===== src/rtl/tof_collect_pkg.sv =====
// Shared definitions for the ToF result collector: FSM state encoding,
// result-word field layout and the FIFO entry width.
// Optional feature macro: TOF_COLLECT_TIMESTAMP_EN (adds a 16-bit capture
// timestamp in the top bits of every FIFO entry).
package tof_collect_pkg;

    typedef enum logic [1:0] {
        IDLE    = 2'd0,
        SELECT  = 2'd1,
        CAPTURE = 2'd2
    } state_t;

    // Field widths of one result entry.
    localparam int DIST_W = 16;
    localparam int ZONE_W = 6;
    localparam int ID_W   = 3;
    localparam int TS_W   = 16;

    // Field offsets inside an entry: {ts, id, zone, distance}.
    localparam int DIST_LSB = 0;
    localparam int ZONE_LSB = DIST_LSB + DIST_W;
    localparam int ID_LSB   = ZONE_LSB + ZONE_W;
    localparam int TS_LSB   = ID_LSB + ID_W;

    // Width of the muxed word coming from the comm block.
    localparam int DATA_W = ZONE_W + DIST_W;

`ifdef TOF_COLLECT_TIMESTAMP_EN
    localparam int ENTRY_W = TS_W + ID_W + DATA_W;
`else
    localparam int ENTRY_W = ID_W + DATA_W;
`endif

endpackage


===== src/rtl/tof_result_fifo.sv =====
// First-word-fall-through FIFO with a registered head.
// The head register holds the oldest entry whenever the FIFO is non-empty;
// the storage array holds everything behind it. A push into an empty FIFO
// (or into one whose only entry is being popped) bypasses the array so the
// data is visible on the very next cycle.
module tof_result_fifo #(
    parameter int WIDTH = 25,
    parameter int DEPTH = 16,
    localparam int PTR_W = $clog2(DEPTH),
    localparam int LVL_W = PTR_W + 1
) (
    input  logic             clk,
    input  logic             reset,
    input  logic             push,
    input  logic [WIDTH-1:0] din,
    input  logic             pop_req,
    output logic [WIDTH-1:0] dout,
    output logic             valid,
    output logic [LVL_W-1:0] level,
    output logic             full,
    output logic             empty
);

    logic [WIDTH-1:0] mem [DEPTH];
    logic [PTR_W-1:0] wr_ptr_reg;
    logic [PTR_W-1:0] rd_ptr_reg;
    logic [LVL_W-1:0] count_reg;
    logic [WIDTH-1:0] dout_reg;
    logic             valid_reg;

    logic pop;
    logic push_ok;
    logic head_free;
    logic mem_has_data;
    logic load_from_mem;
    logic bypass;
    logic mem_wr;

    assign full  = (count_reg == LVL_W'(DEPTH));
    assign empty = (count_reg == '0);
    assign level = count_reg;
    assign dout  = dout_reg;
    assign valid = valid_reg;

    // Transfer decisions: a pop frees a slot, so push into a full FIFO is
    // accepted when a pop happens in the same cycle.
    always_comb begin
        pop           = valid_reg && pop_req;
        push_ok       = push && (!full || pop);
        head_free     = !valid_reg || pop;
        mem_has_data  = (count_reg > LVL_W'(1));
        load_from_mem = head_free && mem_has_data;
        bypass        = head_free && !mem_has_data && push_ok;
        mem_wr        = push_ok && !bypass;
    end

    // Storage array write port; no reset so it maps onto block RAM.
    always_ff @(posedge clk) begin
        if (mem_wr) begin
            mem[wr_ptr_reg] <= din;
        end
    end

    // Pointers, occupancy and the registered head.
    always_ff @(posedge clk or negedge reset) begin
        if (!reset) begin
            wr_ptr_reg <= '0;
            rd_ptr_reg <= '0;
            count_reg  <= '0;
            dout_reg   <= '0;
            valid_reg  <= 1'b0;
        end else begin
            if (mem_wr) begin
                wr_ptr_reg <= wr_ptr_reg + PTR_W'(1);
            end
            if (load_from_mem) begin
                rd_ptr_reg <= rd_ptr_reg + PTR_W'(1);
                dout_reg   <= mem[rd_ptr_reg];
            end else if (bypass) begin
                dout_reg   <= din;
            end
            if (head_free) begin
                valid_reg <= load_from_mem || bypass;
            end
            case ({push_ok, pop})
                2'b10:   count_reg <= count_reg + LVL_W'(1);
                2'b01:   count_reg <= count_reg - LVL_W'(1);
                default: count_reg <= count_reg;
            endcase
        end
    end

endmodule


===== src/rtl/tof_result_collector.sv =====
// ToF result collector: round-robin arbitration over the per-sensor ready
// flags, sensor select towards the comm block, capture of the muxed result
// and queuing into a FWFT FIFO presented as a valid/ready stream.
// Optional feature macro: TOF_COLLECT_TIMESTAMP_EN (16-bit free-running
// counter stored in bits [40:25] of each entry).
module tof_result_collector
    import tof_collect_pkg::*;
#(
    parameter int NB_OF_SENSORS = 8,
    parameter int FIFO_DEPTH    = 16,
    parameter int SEL_W         = 3
) (
    input  logic                          clk,
    input  logic                          reset,
    input  logic [NB_OF_SENSORS-1:0]      ready_in,
    input  logic [DATA_W-1:0]             data_in,
    output logic [SEL_W-1:0]              tof_index,
    output logic                          m_valid,
    input  logic                          m_ready,
    output logic [ENTRY_W-1:0]            m_data,
    output logic [$clog2(FIFO_DEPTH):0]   fifo_level,
    output logic                          overflow,
    input  logic                          clr_overflow
);

    localparam int IDX_W = SEL_W + 1;

    state_t state_reg;
    state_t state_next;

    logic [SEL_W-1:0]         tof_index_reg;
    logic [SEL_W-1:0]         rr_ptr_reg;
    logic                     overflow_reg;

    logic [NB_OF_SENSORS-1:0] rotated;
    logic                     any_ready;
    logic [SEL_W-1:0]         grant_off;
    logic [SEL_W-1:0]         grant;
    logic                     index_load;
    logic                     fifo_push;
    logic                     fifo_pop;
    logic                     fifo_full;
    logic                     fifo_empty;
    logic [ENTRY_W-1:0]       entry;

    // (base + off) modulo NB_OF_SENSORS; base is always a valid sensor
    // index, so a single conditional subtraction suffices.
    function automatic logic [SEL_W-1:0] wrap_idx(input logic [SEL_W-1:0] base,
                                                  input logic [SEL_W-1:0] off);
        logic [IDX_W-1:0] sum;
        sum = {1'b0, base} + {1'b0, off};
        if (sum >= IDX_W'(NB_OF_SENSORS)) begin
            sum = sum - IDX_W'(NB_OF_SENSORS);
        end
        return sum[SEL_W-1:0];
    endfunction

    // Rotate the ready vector so that bit 0 is the sensor at rr_ptr; the
    // lowest set bit of the rotated vector is then the round-robin winner.
    for (genvar gi = 0; gi < NB_OF_SENSORS; gi++) begin : g_rotate
        assign rotated[gi] = ready_in[wrap_idx(rr_ptr_reg, SEL_W'(gi))];
    end

    // Lowest-set-bit priority encoder over the rotated vector.
    always_comb begin
        any_ready = |rotated;
        grant_off = '0;
        for (int i = NB_OF_SENSORS - 1; i >= 0; i--) begin
            if (rotated[i]) begin
                grant_off = SEL_W'(i);
            end
        end
    end

    assign grant = wrap_idx(rr_ptr_reg, grant_off);

    // Next-state and control decode: grant in IDLE, settle in SELECT,
    // push in CAPTURE.
    always_comb begin
        state_next = state_reg;
        index_load = 1'b0;
        fifo_push  = 1'b0;
        case (state_reg)
            IDLE: begin
                if (any_ready) begin
                    index_load = 1'b1;
                    state_next = SELECT;
                end
            end
            SELECT: begin
                state_next = CAPTURE;
            end
            CAPTURE: begin
                fifo_push  = 1'b1;
                state_next = IDLE;
            end
            default: begin
                state_next = IDLE;
            end
        endcase
    end

    // State register, sensor select, round-robin pointer and sticky
    // overflow (a new drop wins over a clear in the same cycle).
    always_ff @(posedge clk or negedge reset) begin
        if (!reset) begin
            state_reg     <= IDLE;
            tof_index_reg <= '0;
            rr_ptr_reg    <= '0;
            overflow_reg  <= 1'b0;
        end else begin
            state_reg <= state_next;
            if (index_load) begin
                tof_index_reg <= grant;
            end
            if (fifo_push) begin
                rr_ptr_reg <= wrap_idx(tof_index_reg, SEL_W'(1));
            end
            if (fifo_push && fifo_full && !fifo_pop) begin
                overflow_reg <= 1'b1;
            end else if (clr_overflow) begin
                overflow_reg <= 1'b0;
            end
        end
    end

`ifdef TOF_COLLECT_TIMESTAMP_EN
    logic [TS_W-1:0] ts_reg;

    // Free-running capture timestamp; wraps naturally at 0xFFFF.
    always_ff @(posedge clk or negedge reset) begin
        if (!reset) begin
            ts_reg <= '0;
        end else begin
            ts_reg <= ts_reg + TS_W'(1);
        end
    end

    assign entry = {ts_reg, ID_W'(tof_index_reg), data_in};
`else
    assign entry = {ID_W'(tof_index_reg), data_in};
`endif

    assign fifo_pop = m_ready && !fifo_empty;

    tof_result_fifo #(
        .WIDTH (ENTRY_W),
        .DEPTH (FIFO_DEPTH)
    ) u_fifo (
        .clk     (clk),
        .reset   (reset),
        .push    (fifo_push),
        .din     (entry),
        .pop_req (m_ready),
        .dout    (m_data),
        .valid   (m_valid),
        .level   (fifo_level),
        .full    (fifo_full),
        .empty   (fifo_empty)
    );

    assign tof_index = tof_index_reg;
    assign overflow  = overflow_reg;

endmodule


===== config.mk =====
export PLATFORM = sky130hd
export DESIGN_NAME = tof_result_collector
export DESIGN_NICKNAME = d
export VERILOG_FILES = /design/src/rtl/tof_collect_pkg.sv /design/src/rtl/tof_result_fifo.sv /design/src/rtl/tof_result_collector.sv
export SDC_FILE = /design/constraint.sdc
export NUM_CORES = 1
export LEC_CHECK = 0
export BUFFER_PORTS_ARGS = -buffer_cell sky130_fd_sc_hd__buf_2
export CAP_MARGIN = 10
export CORE_MARGIN = 2
export CORE_UTILIZATION = 60
export DETAILED_ROUTE_END_ITERATION = 7
export GPL_ROUTABILITY_DRIVEN = 0
export HOLD_SLACK_MARGIN = 0.02
export PLACE_DENSITY = 0.78
export SLEW_MARGIN = 25
export SYNTH_ARGS = -nofsm -noshare
export SYNTH_HDL_FRONTEND = slang
export SYNTH_SLANG_ARGS = --single-unit

===== constraint.sdc =====
create_clock -name clk -period 4.57 [get_ports clk]
set_clock_uncertainty 0.2 [all_clocks]
set_input_delay 0.914 -clock clk [delete_from_list [all_inputs] [get_ports clk]]
set_output_delay 0.914 -clock clk [all_outputs]
set_load 0.01 [all_outputs]

==> metrics <==
area grow syn2layout=13.5%; antenna violations before repair=1; Final ANT Viol Nets=0; effective utilization at floorplan=0.609; routed wire length=between 30000 and 40000 µm; Ys Warns=0; fin worst setup slack=roughly 600 ps; via count=roughly 8900; Synth area leader=edfxtp_1; crit path launch type=register; max-slew violations=0; Avg Synthesized Cell Area=21.1 µm²; number of flops mapped to enable cells by yosys=400; top cells by count, synth=edfxtp_1 (400), mux4_2 (131), dfrtp_1 (48); layout cells sized above 1=0.327; # nets final=1000; GRT busiest layer=met2; dpl ws=around 600 ps; final worst path period need=approximately 4000 ps; Critical Path Source=rr_ptr_reg[0]; clk sinks=between 400 and 500; asr flop ratio synth=0.107; Total GRT Usage=0.259; Cell Rows=63; count leader, synth=edfxtp_1; maximum clock rate=roughly 0.25 GHz; Ports=69; synth top area cells=edfxtp_1 (67%), mux4_2 (16%), dfrtp_1 (6.7%); Setup-failing EPs final=0; routed len/inst=28.2 µm; pwr/cell area=635 nW/µm²; synth unique cells=53; register area share after synthesis=0.734; Cells after Synth=roughly 850; period utilisation layout=0.868; M3 GR Usage=0.0389; Crit. End Element=register; Overflow after GRT=0; first-pass GRT wire length=58000 µm; Max-Cap Viols=0; Post-Syn Nets=between 800 and 900; RSZ-0062 raised after global routing=false; Synth Register Bits=448; Setup Crit Path Kind=reg -> reg; htree depth=2; fillcell total=around 1800; met1 Resource Use GR=0.349; Clock Pin Slew Worst Setup and Hold Paths=60 ps; input/output buffers=68; Post-route DRC=0; CTS Buf Count=43; Final Hold Viols=0; leakage=a little under 7 nW; Slew @ Worst Pin=1010 ps; CTS Hold Buffers Added=0; die width=177 µm; drt first-iter violations=873; worst-path fanout max=11; max reg flops=400; DPL Wire Length=21700 µm; dpl cell area=19000 µm²; R2R Path Start=rr_ptr_reg[0]; crit path DAT=4200 ps; cts repair resizes=0; vias in the first global route=a little over 9000; Setup TNS=0 ps; CTS tree=yes; vias per cell=6.48; Clock Latency Late Sink=540 ps; Die Footprint=31400 µm²; area of the core=29600 µm²; 1st-pass router iterations=5; root buffer cell=clkbuf_16; status=finished clean; fin util=0.690; worst-case clock buffer depth=3; VDD IR max=0.425 mV; Design Area, Final=20400 µm²; Post-CTS Setup Bufs=0; Max-slew headroom=0.327; die height=177 µm; hold crit path type=in -> async; met2 GRT Util=0.438; Synth Cell Area=18000 µm²; largest net degree at the start of global routing=51; post-synth top area share=0.668; CP required=4800 ps; Synth Flop Type=edfxtp_1
==> through the flow <==
| stage | hold WS [ps] | power [W] | std cells |
|---|---|---|---|
| floorplan | 247 | 0.00835 | 851 |
| global placement | 266 | 0.00937 | 1297 |
| detailed placement | 277 | 0.00945 | 1297 |
| CTS | 196 | 0.0130 | 1376 |
| global route | 228 | 0.0135 | 1376 |
| finish | 190 | 0.0130 | 1377 |
==> final cells by class <==
cell class	instances	area, µm²	share of cell area
clock buffers	62	1230	0.0601
diodes	1	2.50	0.000123
well taps	390	488	0.0239
clock inverters	17	186	0.00913
repair buffers	101	663	0.0325
multi-input cells	342	4560	0.223
flip-flops and latches	448	13200	0.648
inverters	16	60.1	0.00294
==> worst paths after layout <==
check | end | slack (ps) | cells past startpoint
setup / recovery | tof_index[2] | 600 | 10
hold / removal | state_reg[0] | 190 | 1
setup reg to reg | tof_index[2] | 600 | 10
hold reg to reg | state_reg[1] | 290 | 1
max in group asynchronous | u_fifo.rd_ptr_reg[2] | 3060 | 2
min in group clk | state_reg[1] | 290 | 1
==> cell usage in the layout, fill, tap and decap left out, types with 3 or more instances in the layout <==
master,Yosys,layout
dfrtp_4,0,3
buf_4,0,27
clkbuf_16,0,43
inv_1,15,15
nand2_1,7,7
mux2i_1,20,20
nor2b_1,4,4
mux2_2,3,3
mux4_2,131,131
nor3_2,0,4
o21ai_0,4,4
bufinv_16,0,3
clkbuf_8,0,8
dfrtp_1,48,45
nand3_1,3,3
inv_6,0,4
buf_2,14,68
nand2b_1,4,4
buf_12,0,6
xnor2_1,9,9
clkbuf_1,26,11
nor2_4,0,4
ha_1,13,13
edfxtp_1,400,400
mux2_1,4,4
clkinvlp_4,0,4
nor2_1,38,34
clkinv_2,0,3
o22ai_1,17,17
and2_1,9,9
xor2_1,7,7
a21oi_1,29,29
==> cell families (layout without fill, tap and decap cells) <==
family | Yosys count | after routing | synth area share
xor+xnor | 16 | 16 | 0.00779
fa+ha+maj | 14 | 14 | 0.0102
mux | 162 | 162 | 0.184
buf+inv | 61 | 196 | 0.0156
other cells | 0 | 1 | 0
compound gates | 66 | 66 | 0.0230
flops | 448 | 448 | 0.734
simple gates | 84 | 84 | 0.0249
==> power by group <==
group	leakage (nW)	internal (W)	switching (W)
Sequential	4.15	0.00494	0.000535
Combinational	2.01	0.00206	0.00189
Clock	0.681	0.00205	0.00149
==> worst max-delay path, cell delays in order (launching register included) <==
cell	delay [ps]
dfrtp_1	650
inv_1	220
ha_1	610
mux2_1	360
mux4_2	510
nand3b_4	190
o22a_1	230
fa_1	410
xnor2_1	190
a21boi_0	110
o22a_1	170
==> per-layer routing <==
metal | part of all wire | up-vias
met4 | 0.029 | 0
met5 | 0 | -
met3 | 0.069 | 80
met2 | 0.52 | 415
met1 | 0.38 | 4706
li1 | - | 3716
Power figures use the tool's default switching activity.
